===== src/rtl/bioz_exc_clkgen_pkg.sv =====
// rtl/bioz_exc_clkgen_pkg.sv - shared types and helpers for the BioZ excitation clock generator
// Contents: FSM state enum, Fsel clamp, divide-ratio and counter-width helpers.
package bioz_clkgen_pkg;

  typedef enum logic [1:0] {
    ST_IDLE     = 2'd0,
    ST_RUN      = 2'd1,
    ST_STOPPING = 2'd2
  } state_e;

  // Counter must reach D-1 = (4 << MAX_FSEL) - 1, which needs MAX_FSEL+2 bits.
  function automatic int cnt_width(input int max_fsel);
    return max_fsel + 2;
  endfunction

  function automatic logic [3:0] clamp_fsel(input logic [3:0] fsel, input int max_fsel);
    if (int'(fsel) > max_fsel) return 4'(max_fsel);
    return fsel;
  endfunction

  function automatic logic [31:0] div_ratio(input logic [3:0] fsel, input int max_fsel);
    return 32'd4 << clamp_fsel(fsel, max_fsel);
  endfunction

endpackage


===== src/rtl/bioz_exc_clkgen_if.sv =====
// rtl/bioz_exc_clkgen_if.sv - control inputs and excitation outputs of the clock generator
// master: controller side (drives enable/Fsel, observes outputs)
// slave : generator side (consumes enable/Fsel, drives exc_*, period_strobe, running, fsel_active)
interface bioz_exc_clkgen_if;
  logic       enable;
  logic [3:0] Fsel;
  logic       exc_i;
  logic       exc_ib;
  logic       exc_q;
  logic       period_strobe;
  logic       running;
  logic [3:0] fsel_active;

  modport master (
    output enable, Fsel,
    input  exc_i, exc_ib, exc_q, period_strobe, running, fsel_active
  );

  modport slave (
    input  enable, Fsel,
    output exc_i, exc_ib, exc_q, period_strobe, running, fsel_active
  );
endinterface


===== src/rtl/bioz_exc_clkgen_sync.sv =====
// rtl/bioz_exc_clkgen_sync.sv - single-bit multi-flop synchronizer, resets to 0
// Ports: clk, rst (async, active-high), d_i (asynchronous input), q_o (synchronized output)
module bioz_sync #(
  parameter int SYNC_STAGES = 2
) (
  input  logic clk,
  input  logic rst,
  input  logic d_i,
  output logic q_o
);

  logic [SYNC_STAGES-1:0] sync_q;

  always_ff @(posedge clk or posedge rst) begin
    if (rst) sync_q <= '0;
    else     sync_q <= {sync_q[SYNC_STAGES-2:0], d_i};
  end

  assign q_o = sync_q[SYNC_STAGES-1];

endmodule


===== src/rtl/bioz_exc_clkgen.sv =====
// rtl/bioz_exc_clkgen.sv - glitch-free, frequency-selectable I/Q excitation clock generator
// Ports: clk, rst (async, active-high), bus (slave modport: enable/Fsel in;
//        exc_i/exc_ib/exc_q/period_strobe/running/fsel_active out)
module bioz_exc_clkgen
  import bioz_clkgen_pkg::*;
#(
  parameter int MAX_FSEL    = 7,
  parameter int SYNC_STAGES = 2
) (
  input logic              clk,
  input logic              rst,
  bioz_exc_clkgen_if.slave bus
);

  localparam int CNT_W = cnt_width(MAX_FSEL);

  logic             en_sync;
  logic [3:0]       fsel_raw;
  logic [3:0]       fsel_prev_q;
  logic [3:0]       fsel_sync_q;

  state_e           state_q, state_d;
  logic [CNT_W-1:0] cnt_q, cnt_d, cnt_inc;
  logic [3:0]       fsel_active_q, fsel_active_d;

  logic             exc_i_q, exc_i_d;
  logic             exc_ib_q, exc_ib_d;
  logic             exc_q_q, exc_q_d;
  logic             strobe_q, strobe_d;
  logic             running_q, running_d;

  logic [31:0]      ratio, cnt_ext;
  logic             wrap, active;

  bioz_sync #(.SYNC_STAGES(SYNC_STAGES)) u_sync_en (
    .clk (clk),
    .rst (rst),
    .d_i (bus.enable),
    .q_o (en_sync)
  );

  for (genvar b = 0; b < 4; b++) begin : g_fsel_sync
    bioz_sync #(.SYNC_STAGES(SYNC_STAGES)) u_sync_fsel (
      .clk (clk),
      .rst (rst),
      .d_i (bus.Fsel[b]),
      .q_o (fsel_raw[b])
    );
  end

  // Bits may resolve on different cycles; only accept a code seen twice in a row.
  always_ff @(posedge clk or posedge rst) begin
    if (rst) begin
      fsel_prev_q <= '0;
      fsel_sync_q <= '0;
    end else begin
      fsel_prev_q <= fsel_raw;
      if (fsel_raw == fsel_prev_q) fsel_sync_q <= fsel_raw;
    end
  end

  // Period length always follows fsel_active_q, which only moves at a wrap,
  // so the current period is never shortened or stretched.
  assign ratio   = div_ratio(fsel_active_q, MAX_FSEL);
  assign cnt_ext = 32'(cnt_q);
  assign wrap    = (cnt_ext == ratio - 32'd1);
  assign cnt_inc = wrap ? '0 : cnt_q + CNT_W'(1);
  assign active  = (state_q != ST_IDLE);

  always_comb begin
    state_d       = state_q;
    cnt_d         = cnt_q;
    fsel_active_d = fsel_active_q;
    unique case (state_q)
      ST_IDLE: begin
        if (en_sync) begin
          state_d       = ST_RUN;
          cnt_d         = '0;
          fsel_active_d = clamp_fsel(fsel_sync_q, MAX_FSEL);
        end
      end
      ST_RUN: begin
        cnt_d = cnt_inc;
        if (wrap) fsel_active_d = clamp_fsel(fsel_sync_q, MAX_FSEL);
        if (!en_sync) state_d = ST_STOPPING;
      end
      ST_STOPPING: begin
        // Counting is untouched here, so returning to RUN keeps phase.
        cnt_d = cnt_inc;
        if (en_sync)   state_d = ST_RUN;
        else if (wrap) state_d = ST_IDLE;
      end
      default: begin
        state_d = ST_IDLE;
        cnt_d   = '0;
      end
    endcase
  end

  always_comb begin
    exc_i_d   = active && (cnt_ext < (ratio >> 1));
    exc_ib_d  = active && !(cnt_ext < (ratio >> 1));
    exc_q_d   = active && (cnt_ext >= (ratio >> 2)) &&
                (cnt_ext < ((ratio >> 1) + (ratio >> 2)));
    strobe_d  = active && wrap;
    running_d = active;
  end

  always_ff @(posedge clk or posedge rst) begin
    if (rst) begin
      state_q       <= ST_IDLE;
      cnt_q         <= '0;
      fsel_active_q <= '0;
      exc_i_q       <= 1'b0;
      exc_ib_q      <= 1'b0;
      exc_q_q       <= 1'b0;
      strobe_q      <= 1'b0;
      running_q     <= 1'b0;
    end else begin
      state_q       <= state_d;
      cnt_q         <= cnt_d;
      fsel_active_q <= fsel_active_d;
      exc_i_q       <= exc_i_d;
      exc_ib_q      <= exc_ib_d;
      exc_q_q       <= exc_q_d;
      strobe_q      <= strobe_d;
      running_q     <= running_d;
    end
  end

  assign bus.exc_i         = exc_i_q;
  assign bus.exc_ib        = exc_ib_q;
  assign bus.exc_q         = exc_q_q;
  assign bus.period_strobe = strobe_q;
  assign bus.running       = running_q;
  assign bus.fsel_active   = fsel_active_q;

endmodule


===== src/flat_wrapper.sv =====
// flat-port wrapper written by rule: the top's interface ports become plain ports
module bioz_exc_clkgen_flat import bioz_clkgen_pkg::*;
#(
  parameter int MAX_FSEL    = 7,
  parameter int SYNC_STAGES = 2
)
  (clk, rst, bus_enable, bus_Fsel, bus_exc_i, bus_exc_ib, bus_exc_q, bus_period_strobe, bus_running, bus_fsel_active);
  bioz_exc_clkgen_if bus_i ();
  input logic clk;
  input logic rst;
  input wire logic [$bits(bus_i.enable)-1:0] bus_enable;
  input wire logic [$bits(bus_i.Fsel)-1:0] bus_Fsel;
  output wire logic [$bits(bus_i.exc_i)-1:0] bus_exc_i;
  output wire logic [$bits(bus_i.exc_ib)-1:0] bus_exc_ib;
  output wire logic [$bits(bus_i.exc_q)-1:0] bus_exc_q;
  output wire logic [$bits(bus_i.period_strobe)-1:0] bus_period_strobe;
  output wire logic [$bits(bus_i.running)-1:0] bus_running;
  output wire logic [$bits(bus_i.fsel_active)-1:0] bus_fsel_active;
  assign bus_i.enable = bus_enable;
  assign bus_i.Fsel = bus_Fsel;
  assign bus_exc_i = bus_i.exc_i;
  assign bus_exc_ib = bus_i.exc_ib;
  assign bus_exc_q = bus_i.exc_q;
  assign bus_period_strobe = bus_i.period_strobe;
  assign bus_running = bus_i.running;
  assign bus_fsel_active = bus_i.fsel_active;
  bioz_exc_clkgen #(.MAX_FSEL(MAX_FSEL), .SYNC_STAGES(SYNC_STAGES)) u_core (.clk(clk), .rst(rst), .bus(bus_i));
endmodule

===== config.mk =====
export PLATFORM = sky130hd
export DESIGN_NAME = bioz_exc_clkgen_flat
export DESIGN_NICKNAME = d
export VERILOG_FILES = /design/src/rtl/bioz_exc_clkgen_pkg.sv /design/src/rtl/bioz_exc_clkgen_if.sv /design/src/rtl/bioz_exc_clkgen_sync.sv /design/src/rtl/bioz_exc_clkgen.sv /design/src/flat_wrapper.sv
export SDC_FILE = /design/constraint.sdc
export NUM_CORES = 1
export LEC_CHECK = 0
export CAP_MARGIN = 20
export CORE_ASPECT_RATIO = 0.8
export CORE_MARGIN = 5
export CORE_UTILIZATION = 53
export DETAILED_ROUTE_END_ITERATION = 6
export PLACE_DENSITY = 0.83
export SLEW_MARGIN = 20
export SYNTH_ARGS = -nofsm -noshare
export SYNTH_HDL_FRONTEND = slang
export SYNTH_SLANG_ARGS = --single-unit

===== constraint.sdc =====
create_clock -name clk -period 3.95 [get_ports clk]
set_clock_uncertainty 0.1 [all_clocks]
set_input_delay 0.5925 -clock clk [delete_from_list [all_inputs] [get_ports clk]]
set_output_delay 0.5925 -clock clk [all_outputs]
set_load 0.01 [all_outputs]

Yosys cells after proc, flatten, opt, wreduce, memory -nomap -nowiden
Cells that the tools add are included.
{"block": "totals", "in_bits": 7, "regBits": 38, "out_inout_bits": 9}
{"block": "classes", "n_mux": 22, "shifts": 1, "n_lt_le_gt_ge": 5, "n_reduce_logical": 12, "addsub": 3, "eq_ne": 8}
{"operator": "adder 31 x 30 -> 32 bit", "count": 1}
{"operator": "== test 9 x 32 -> 1 bit", "count": 1}
{"operator": "< comparator 9 x 32 -> 1 bit", "count": 1}
{"operator": "left shift 3 x 4 -> 32 bit, first input constant", "count": 1}
{"operator": "subtractor 32 x 1 -> 32 bit, second input constant", "count": 1}
{"operator": "< comparator 9 x 31 -> 1 bit", "count": 1}
{"operator": ">= comparator 9 x 30 -> 1 bit", "count": 1}
{"operator": "two-way mux 4 bit", "count": 7}
{"operator": "two-way mux 9 bit", "count": 2}
{"operator": "case mux 9 bit (2 select lines)", "count": 1}
{"operator": "adder 9 x 1 -> 9 bit, second input constant", "count": 1}
{"operator": "> comparator 4 x 3 -> 1 bit, second input constant", "count": 2}
{"operator": "two-way mux 2 bit", "count": 4}
{"operator": "case mux 4 bit (2 select lines)", "count": 1}
{"operator": "two-way mux 1 bit", "count": 6}
{"operator": "case mux 2 bit (3 select lines)", "count": 1}
{"operator": "AND reduction 3 bit", "count": 2}
{"operator": "logical AND 1 bit", "count": 5}
{"operator": "== test 4 bit", "count": 1}
{"operator": "inequality test 2 bit, second input constant", "count": 2}
{"operator": "nonzero test 2 bit", "count": 2}
{"operator": "inequality test 3 x 2 -> 1 bit, second input constant", "count": 1}
{"operator": "== test 2 x 1 -> 1 bit, second input constant", "count": 1}
{"operator": "== test 2 bit, second input constant", "count": 1}
{"operator": "other kinds (4)", "count": 4}

Logic depth before layout (Yosys ltp)
Gate-level depths: netlist (run 1).
{"block": "depth", "ltp_word": 11, "mapped_depth": 17, "mapped_depth_nobuf": 16}

By module
From an unflattened synthesis (run 1), not the netlist that was laid out.
{"block": "hier_totals", "cells_unflattened": 367, "area_unflattened_um2": 3315.7}
{"module": "bioz_exc_clkgen", "instances": 1, "area_each_um2": 3046.7, "seq_area_each_um2": 700.7, "cells_each": 352}
{"module": "bioz_sync", "instances": 5, "area_each_um2": 53.8, "seq_area_each_um2": 50.0, "cells_each": 3}

Worst setup path before layout (run 1)
Ideal clock, no wire load.
{"block": "synth_timing", "kind": "reg-to-reg", "from": "register u_core.fsel_active_q[1] (netlist: u_core.bus.fsel_active[1])", "to": "register u_core.exc_q_q (netlist: u_core.bus.exc_q)", "slack_ns": 0.512, "period_less_slack_ns": 3.438, "t_required_ns": 3.710, "path_stages_with_launch": 17, "t_arrival_ns": 3.198, "setup_time_ns": 0.140, "path_cell_list": "dfrtp_1 > buf_2 > inv_1 > nand3_1 > inv_1 > ha_1 > fa_1 > a211o_1 > a221oi_1 > xor2_1 > ha_1 > a21o_1 > a21oi_1 > o21ai_0 > nand4_1 > a2111oi_0 > a211oi_1"}
{"block": "synth_via", "elab_chain_len": 7, "word_cells_on_any_way": 9, "classes_between": "add/sub (1); order compare (3); shift (1); mux (2); reduce/logical (2)"}
{"item": "from (decl)", "line": "bioz_exc_clkgen.sv:24", "source": "logic [3:0] fsel_active_q, fsel_active_d;"}
{"item": "from (signal assigned)", "line": "bioz_exc_clkgen.sv:122", "source": "fsel_active_q <= fsel_active_d;"}
{"item": "> comparator 4 x 3 -> 1 bit", "line": "bioz_exc_clkgen_pkg.sv:17", "source": "if (int'(fsel) > max_fsel) return 4'(max_fsel);"}
{"item": "two-way mux 1 bit", "line": "bioz_exc_clkgen_pkg.sv:17"}
{"item": "two-way mux 4 bit *", "line": "bioz_exc_clkgen_pkg.sv:18", "source": "return fsel;"}
{"item": "left shift 3 x 4 -> 32 bit *", "line": "bioz_exc_clkgen_pkg.sv:22", "source": "return 32'd4 << clamp_fsel(fsel, max_fsel);"}
{"item": "adder 31 x 30 -> 32 bit or >= comparator 9 x 30 -> 1 bit (tied branches)", "line": "bioz_exc_clkgen.sv:104, bioz_exc_clkgen.sv:103"}
{"item": "< comparator 9 x 32 -> 1 bit or logical AND 1 bit (tied branches)", "line": "bioz_exc_clkgen.sv:104, bioz_exc_clkgen.sv:103"}
{"item": "logical AND 1 bit *", "line": "bioz_exc_clkgen.sv:103", "source": "exc_q_d = active && (cnt_ext >= (ratio >> 2)) &&"}
{"item": "named net u_core.exc_q_d", "line": "bioz_exc_clkgen.sv:28", "source": "logic exc_q_q, exc_q_d;"}
{"item": "to (signal assigned)", "line": "bioz_exc_clkgen.sv:125", "source": "exc_q_q <= exc_q_d;"}
{"item": "to (decl)", "line": "bioz_exc_clkgen.sv:28"}
The timed path passes the listed nets; every way through them passes the cells marked *.
A chain may end at the register's enable or synchronous reset.

Final worst setup path (run 1)
Same ends and word-level chain as after synthesis.

==> summary.txt, run 1 <==
ys async rst share -> 100.0%
worst r2r src -> u_core.bus.fsel_active[1]
core box area -> 5912 µm²
nets -> 456
FF+latch area -> 954.7 µm²
PortBufs -> 15
DRT Wirelength -> 6.738 mm
Ys Warns -> 0
vias in the first global route -> 2575
Chip Width -> 97.19 µm
Setup TNS -> 0 ps
GRT Util Overall -> 18.13%
ant diodes -> 0
Initial Util -> 54.52%
Final setup viols -> 0
Layout area overhead -> 13.70%
initial antenna violation count -> 0
Max-Cap Viols -> 0
worst ir drop on vdd -> 386.7 µV
maximum clock frequency -> 270.4 MHz
Skew-Pair Late Insertion Delay -> 290 ps
largest net degree at the start of global routing -> 39
H-tree depth -> 2
Vias/cell -> 5.469
endpoints failing hold -> 0
Hold Crit Class -> flop to flop
Clk Tree Root Cell -> clkbuf_8
CP startpoint kind -> flop
GPL Wtd Cong -> 0.8917
TritonCTS clock tree -> yes
antenna viol nets, final -> 0
DRC viols -> 0
Post-CTS Setup Bufs -> 0
Final WS setup -> 252.1 ps
final core utilization -> 61.99%
Worst Path Max Fanout -> 11
fillers -> 467
relative slew slack -> 57.27%
Top FF cell, synth -> dfrtp_1
via count -> 2554
number of library cell types mapped by synthesis -> 53
Synth Register Bits -> 38
CP required -> 4010 ps
Placement Setup Slack -> 124.5 ps
critical path arrival -> 3760 ps
area of the multi-input gates -> 2277 µm²
RSZ-0062 raised after global routing -> false
Slew Viols, Final -> 0
register area share after synthesis -> 29.50%
Pleak -> 0.001854 µW
DR pass1 iterations -> 4
die area -> 7751 µm²
Worst Path Class, Setup -> flop to flop
CP max stage delay -> 450 ps
layout cells sized above 1 -> 6.218%
floorplan row count -> 25
mapped cell area -> 3223 µm²
hold_sp -> u_core.g_fsel_sync[2].u_sync_fsel.sync_q[0]
cells along the critical path -> inv_1 -> nand3_1 -> inv_1 -> ha_1 -> fa_1 -> a211o_1 -> a221oi_1 -> xor2_1 -> ha_1 -> nand3_1 -> o21ai_0 -> nand4_1 -> a2111oi_2 -> a211oi_1
Power Dens Cells -> 539.8 nW/µm²
crit path from -> u_core.bus.fsel_active[1]
first-pass GRT wire length -> 11.62 mm
Max Buffers Root-to-Sink -> 2
Crit. End Element -> flop
status -> complete, no violations
WHS -> 256.0 ps
Die H -> 79.75 µm
grt total ovfl -> 0
CTS sink count -> 38
Final Critical Period -> 3698 ps
Slowest-stage cell, CP -> dfrtp_2
CTS clk-pin slew, worst paths -> 70 ps
Post-synth EDFFs -> 0
dpl hpwl -> 5.308 mm
Slew @ Worst Pin -> 638.0 ps
num ports -> 16
average cell area after synthesis -> 9.621 µm²
synthesized instance count -> 335
initial DRC count -> 125
fin crit share -> 93.62%
CTS Buf Count -> 5
WL per Instance -> 14.43 µm
==> layer usage <==
metal | GRT usage (%) | wire length [µm]
met1 | 25.35 | 3259
met2 | 28.79 | 3042
met3 | 2.707 | 325
met4 | 6.171 | 110
met5 | 0 | 0
==> power by group <==
| part | switching, µW | internal [µW] | leakage, µW |
|---|---|---|---|
| sequential | 73.2 | 460 | 0.000469 |
| combinational | 688 | 511 | 0.00135 |
| clock | 125 | 121 | 0.0000373 |
==> critical path: cells and delay by family (launching register included) <==
kind | cells | cell delay (ps)
compound gates | 5 | 1260
xor+xnor | 1 | 120
fa+ha+maj | 3 | 990
buf+inv | 2 | 240
flops | 1 | 450
simple gates | 3 | 410
==> metrics by stage <==
stage	cells	cell area, µm²	total power (µW)
5_1_grt	467	3665	2162
6_report	467	3665	1978
3_5_place_dp	460	3575	1698
2_1_floorplan	366	3339	1418
4_1_cts	467	3655	1956
3_3_place_gp	460	3575	1652
==> kinds of logic (layout without fill, tap and decap cells) <==
group | count (synthesis) | after routing | share of synthesized area [%]
AOI/OAI and AO/OA | 88 | 88 | 18.83
xor gates and xnor gates | 19 | 19 | 5.590
adders and majority gates | 63 | 63 | 24.69
buffers and inverters | 27 | 47 | 3.649
DFF | 38 | 38 | 29.50
muxes | 12 | 12 | 3.999
other | 2 | 33 | 0.2330
and+or+nand+nor | 86 | 86 | 13.51
==> final timing paths <==
path,endpoint,slack [ps],cells after the start
min reg2reg,u_core.g_fsel_sync[2].u_sync_fsel.sync_q[1],260,0
min in group asynchronous,u_core.fsel_sync_q[3],600,3
max,u_core.bus.exc_q,250,14
min,u_core.g_fsel_sync[2].u_sync_fsel.sync_q[1],260,0
max in group asynchronous,u_core.bus.fsel_active[1],2820,3
max reg2reg,u_core.bus.exc_q,250,14
==> repair_timing <==
item,4_1_cts,5_1_grt
hold buffers,0,0
setup endpoints to repair,0,1
gates resized for setup,0,5
==> sequential cells by signal, summed over array words and instances (netlist names) <==
name	cells
u_core.cnt_q	9
u_core.state_q	2
u_core.u_sync_en.sync_q	2
u_core.g_fsel_sync.u_sync_fsel.sync_q	8
u_core.bus.period_strobe	1
u_core.bus.exc_ib	1
u_core.bus.fsel_active	4
u_core.bus.running	1
u_core.bus.exc_q	1
u_core.bus.exc_i	1
u_core.fsel_prev_q	4
u_core.fsel_sync_q	4
==> synth_stat cells (3+ instances only) <==
library cell  count  area [µm²]
a211oi_1          5       37.54
a21o_1           10       75.07
a21oi_1          14       70.07
a22o_1            3       26.28
a31oi_1           4       25.02
and3_1            5       31.28
dfrtp_1          38       950.9
ha_1             62       775.7
inv_1            23       86.33
mux2_2            7       78.83
mux2i_1           5       50.05
nand2_1          10       37.54
nand2b_1          6       37.54
nand3_1           7       35.03
nand4_1           8       50.05
nor2_1           31       116.4
nor2b_1           3       18.77
nor3_1            6       30.03
o21a_1            6       45.04
o21ai_0          23       115.1
xnor2_1          11       96.34
xor2_1            7       61.31
==> cell usage in the layout (no fill, tap or decap), types with 4 or more instances in the layout <==
cell / count
nor2_1: 31
mux2i_1: 5
mux2_2: 7
nor3_1: 6
dfrtp_1: 35
a21o_1: 10
conb_1: 33
and3_1: 5
o21a_1: 6
xnor2_1: 11
a31oi_1: 4
clkdlybuf4s50_1: 15
nand2b_1: 6
nand4_1: 8
nand3_1: 7
a211oi_1: 5
inv_1: 23
ha_1: 62
a21oi_1: 14
o21ai_0: 23
clkbuf_8: 5
xor2_1: 7
nand2_1: 10
==> final cells by class <==
type | instances | area share, %
clock inverters | 1 | 0.2048
flip-flops and latches | 38 | 26.05
clock buffers | 6 | 1.980
well taps | 81 | 2.765
inverters | 23 | 2.356
repair buffers | 17 | 4.507
multi-input cells | 301 | 62.14
Power figures use the tool's default switching activity.
==> inputs of run 2 (changes only) <==
CORE_MARGIN = 2   (was 5)
==> run 2 against run 1 <==
Compared with the run above:
- wire length rose by 0.19%
- highest routed layer unchanged
- via count up 1.5%
- critical endpoint unchanged
- clock power up 2%
- die area shrank 13%
- largest power group unchanged
==> summary.txt, run 2 (same netlist as run 1, synthesis figures left out) <==
Layout area overhead -> 14.01%
biggest regs -> u_core.cnt_q (9), u_core.g_fsel_sync.u_sync_fsel.sync_q (8)
WHS -> 249.3 ps
antenna viol nets, final -> 0
Chip Width -> 91.19 µm
Reg2Reg Setup Slack -> 280 ps
initial antenna violation count -> 0
vias in the first global route -> 2466
Vias/cell -> 5.538
dpl hpwl -> 5.416 mm
Hold Crit Class -> flop to flop
endpoints failing hold -> 0
CTS sink count -> 38
H-tree depth -> 2
RSZ-0062 raised after global routing -> false
Slew @ Worst Pin -> 624.8 ps
Skew-Pair Late Insertion Delay -> 280 ps
CP startpoint kind -> flop
Final setup viols -> 0
most frequent cells in the layout -> ha_1 (62), dfrtp_1 (34), conb_1 (33)
Crit. End Element -> flop
commonest non-fill, non-tap cell in the layout -> ha_1
fin crit share -> 92.81%
final core utilization -> 62.49%
max reg flops -> 9
first-pass GRT wire length -> 11.40 mm
maximum clock frequency -> 272.8 MHz
Hold Buf Count CTS -> 0
CTS clk-pin slew, worst paths -> 70 ps
WL per Instance -> 14.43 µm
floorplan row count -> 25
Worst Path Class, Setup -> flop to flop
Initial Util -> 54.81%
largest net degree at the start of global routing -> 28
Worst Path Max Fanout -> 9
GRT Util Overall -> 20.95%
DR pass1 iterations -> 4
grt total ovfl -> 0
via count -> 2592
ant diodes -> 0
layout cells sized above 1 -> 6.718%
status -> complete, no violations
core box area -> 5881 µm²
Clk Tree Root Cell -> clkbuf_8
worst ir drop on vdd -> 504.2 µV
relative slew slack -> 58.15%
critical path arrival -> 3710 ps
Pleak -> 0.001860 µW
Slew Viols, Final -> 0
PortBufs -> 15
nets -> 457
CP required -> 4000 ps
Setup TNS -> 0 ps
initial DRC count -> 149
Largest Register -> u_core.cnt_q
Die H -> 73.75 µm
die area -> 6725 µm²
TritonCTS clock tree -> yes
num ports -> 16
GPL Wtd Cong -> 0.9025
Max Buffers Root-to-Sink -> 2
DRT Wirelength -> 6.751 mm
Max-Cap Viols -> 0
Final Critical Period -> 3666 ps
CTS Buf Count -> 5
DRC viols -> 0
Power Dens Cells -> 540.2 nW/µm²
run 2: cell types whose count changed in the layout (fill, tap and decap cells not counted), sizes merged:
cell,change
buf,+1
run 2: stage by stage:
stage               setup WS (ps)  cell area (µm²)  power [µW]  cells
floorplan                   511.7             3339        1418    366
global placement            325.9             3567        1643    459
detailed placement          111.0             3567        1688    459
CTS                         77.68             3647        1946    466
global route                2.510             3675        2165    468
finish                      283.9             3675        1985    468
run 2: final cells by class:
| cell class | count | area (µm²) |
|---|---|---|
| multi-input combinational | 301 | 2278 |
| fill | 508 | 2206 |
| sequential | 38 | 955.9 |
| timing repair buffer | 18 | 172.7 |
| tap | 81 | 101.3 |
| inverter | 23 | 86.33 |
| clock buffer | 6 | 72.57 |
| clock inverter | 1 | 7.507 |
run 2: worst paths after layout:
path / start / endpoint / cells after the start
worst min-delay path: u_core.g_fsel_sync[1].u_sync_fsel.sync_q[0] / u_core.g_fsel_sync[1].u_sync_fsel.sync_q[1] / 0
worst max register to register: u_core.bus.fsel_active[3] / u_core.bus.exc_q / 14
worst min register to register: u_core.g_fsel_sync[1].u_sync_fsel.sync_q[0] / u_core.g_fsel_sync[1].u_sync_fsel.sync_q[1] / 0
max in group asynchronous: rst / u_core.bus.fsel_active[1] / 3
min in group asynchronous: rst / u_core.state_q[0] / 2
worst max-delay path: u_core.bus.fsel_active[3] / u_core.bus.exc_q / 14
run 2: worst max-delay path: stages, from the launching register on:
cell and delay (ps):
dfrtp_2 460, nor2_1 100, nand3_1 180, inv_1 130
ha_1 230, fa_1 430, a211o_1 320, a221oi_2 290
xor2_1 120, ha_1 320, nand3_1 70, o21ai_0 190
nand4_1 110, a2111oi_1 400, a211oi_1 90
run 2: metal layers:
metal  track usage, %  share of wire (%)
met5                0                  0
met4            3.535               0.76
met3            3.385                4.5
met2            35.56                 46
met1            28.97                 49
run 2: where the power goes:
part / internal [µW] / total (µW) / switching (µW) / leakage (µW)
logic: 516 / 1190 / 679 / 0.00136
clock network: 121 / 251 / 130 / 0.0000373
registers: 461 / 539 / 78.7 / 0.000468
run 2: what timing repair did:
item	CTS	global route
setup buffers	0	2
resized for setup	0	6
endpoints found under the setup margin	0	1
==> inputs of run 3 (changes only) <==
HOLD_SLACK_MARGIN = 0.1   (was not set)
==> results of run 3 <==
No change in the layout: final DEF, timing and power equal those of run 2.
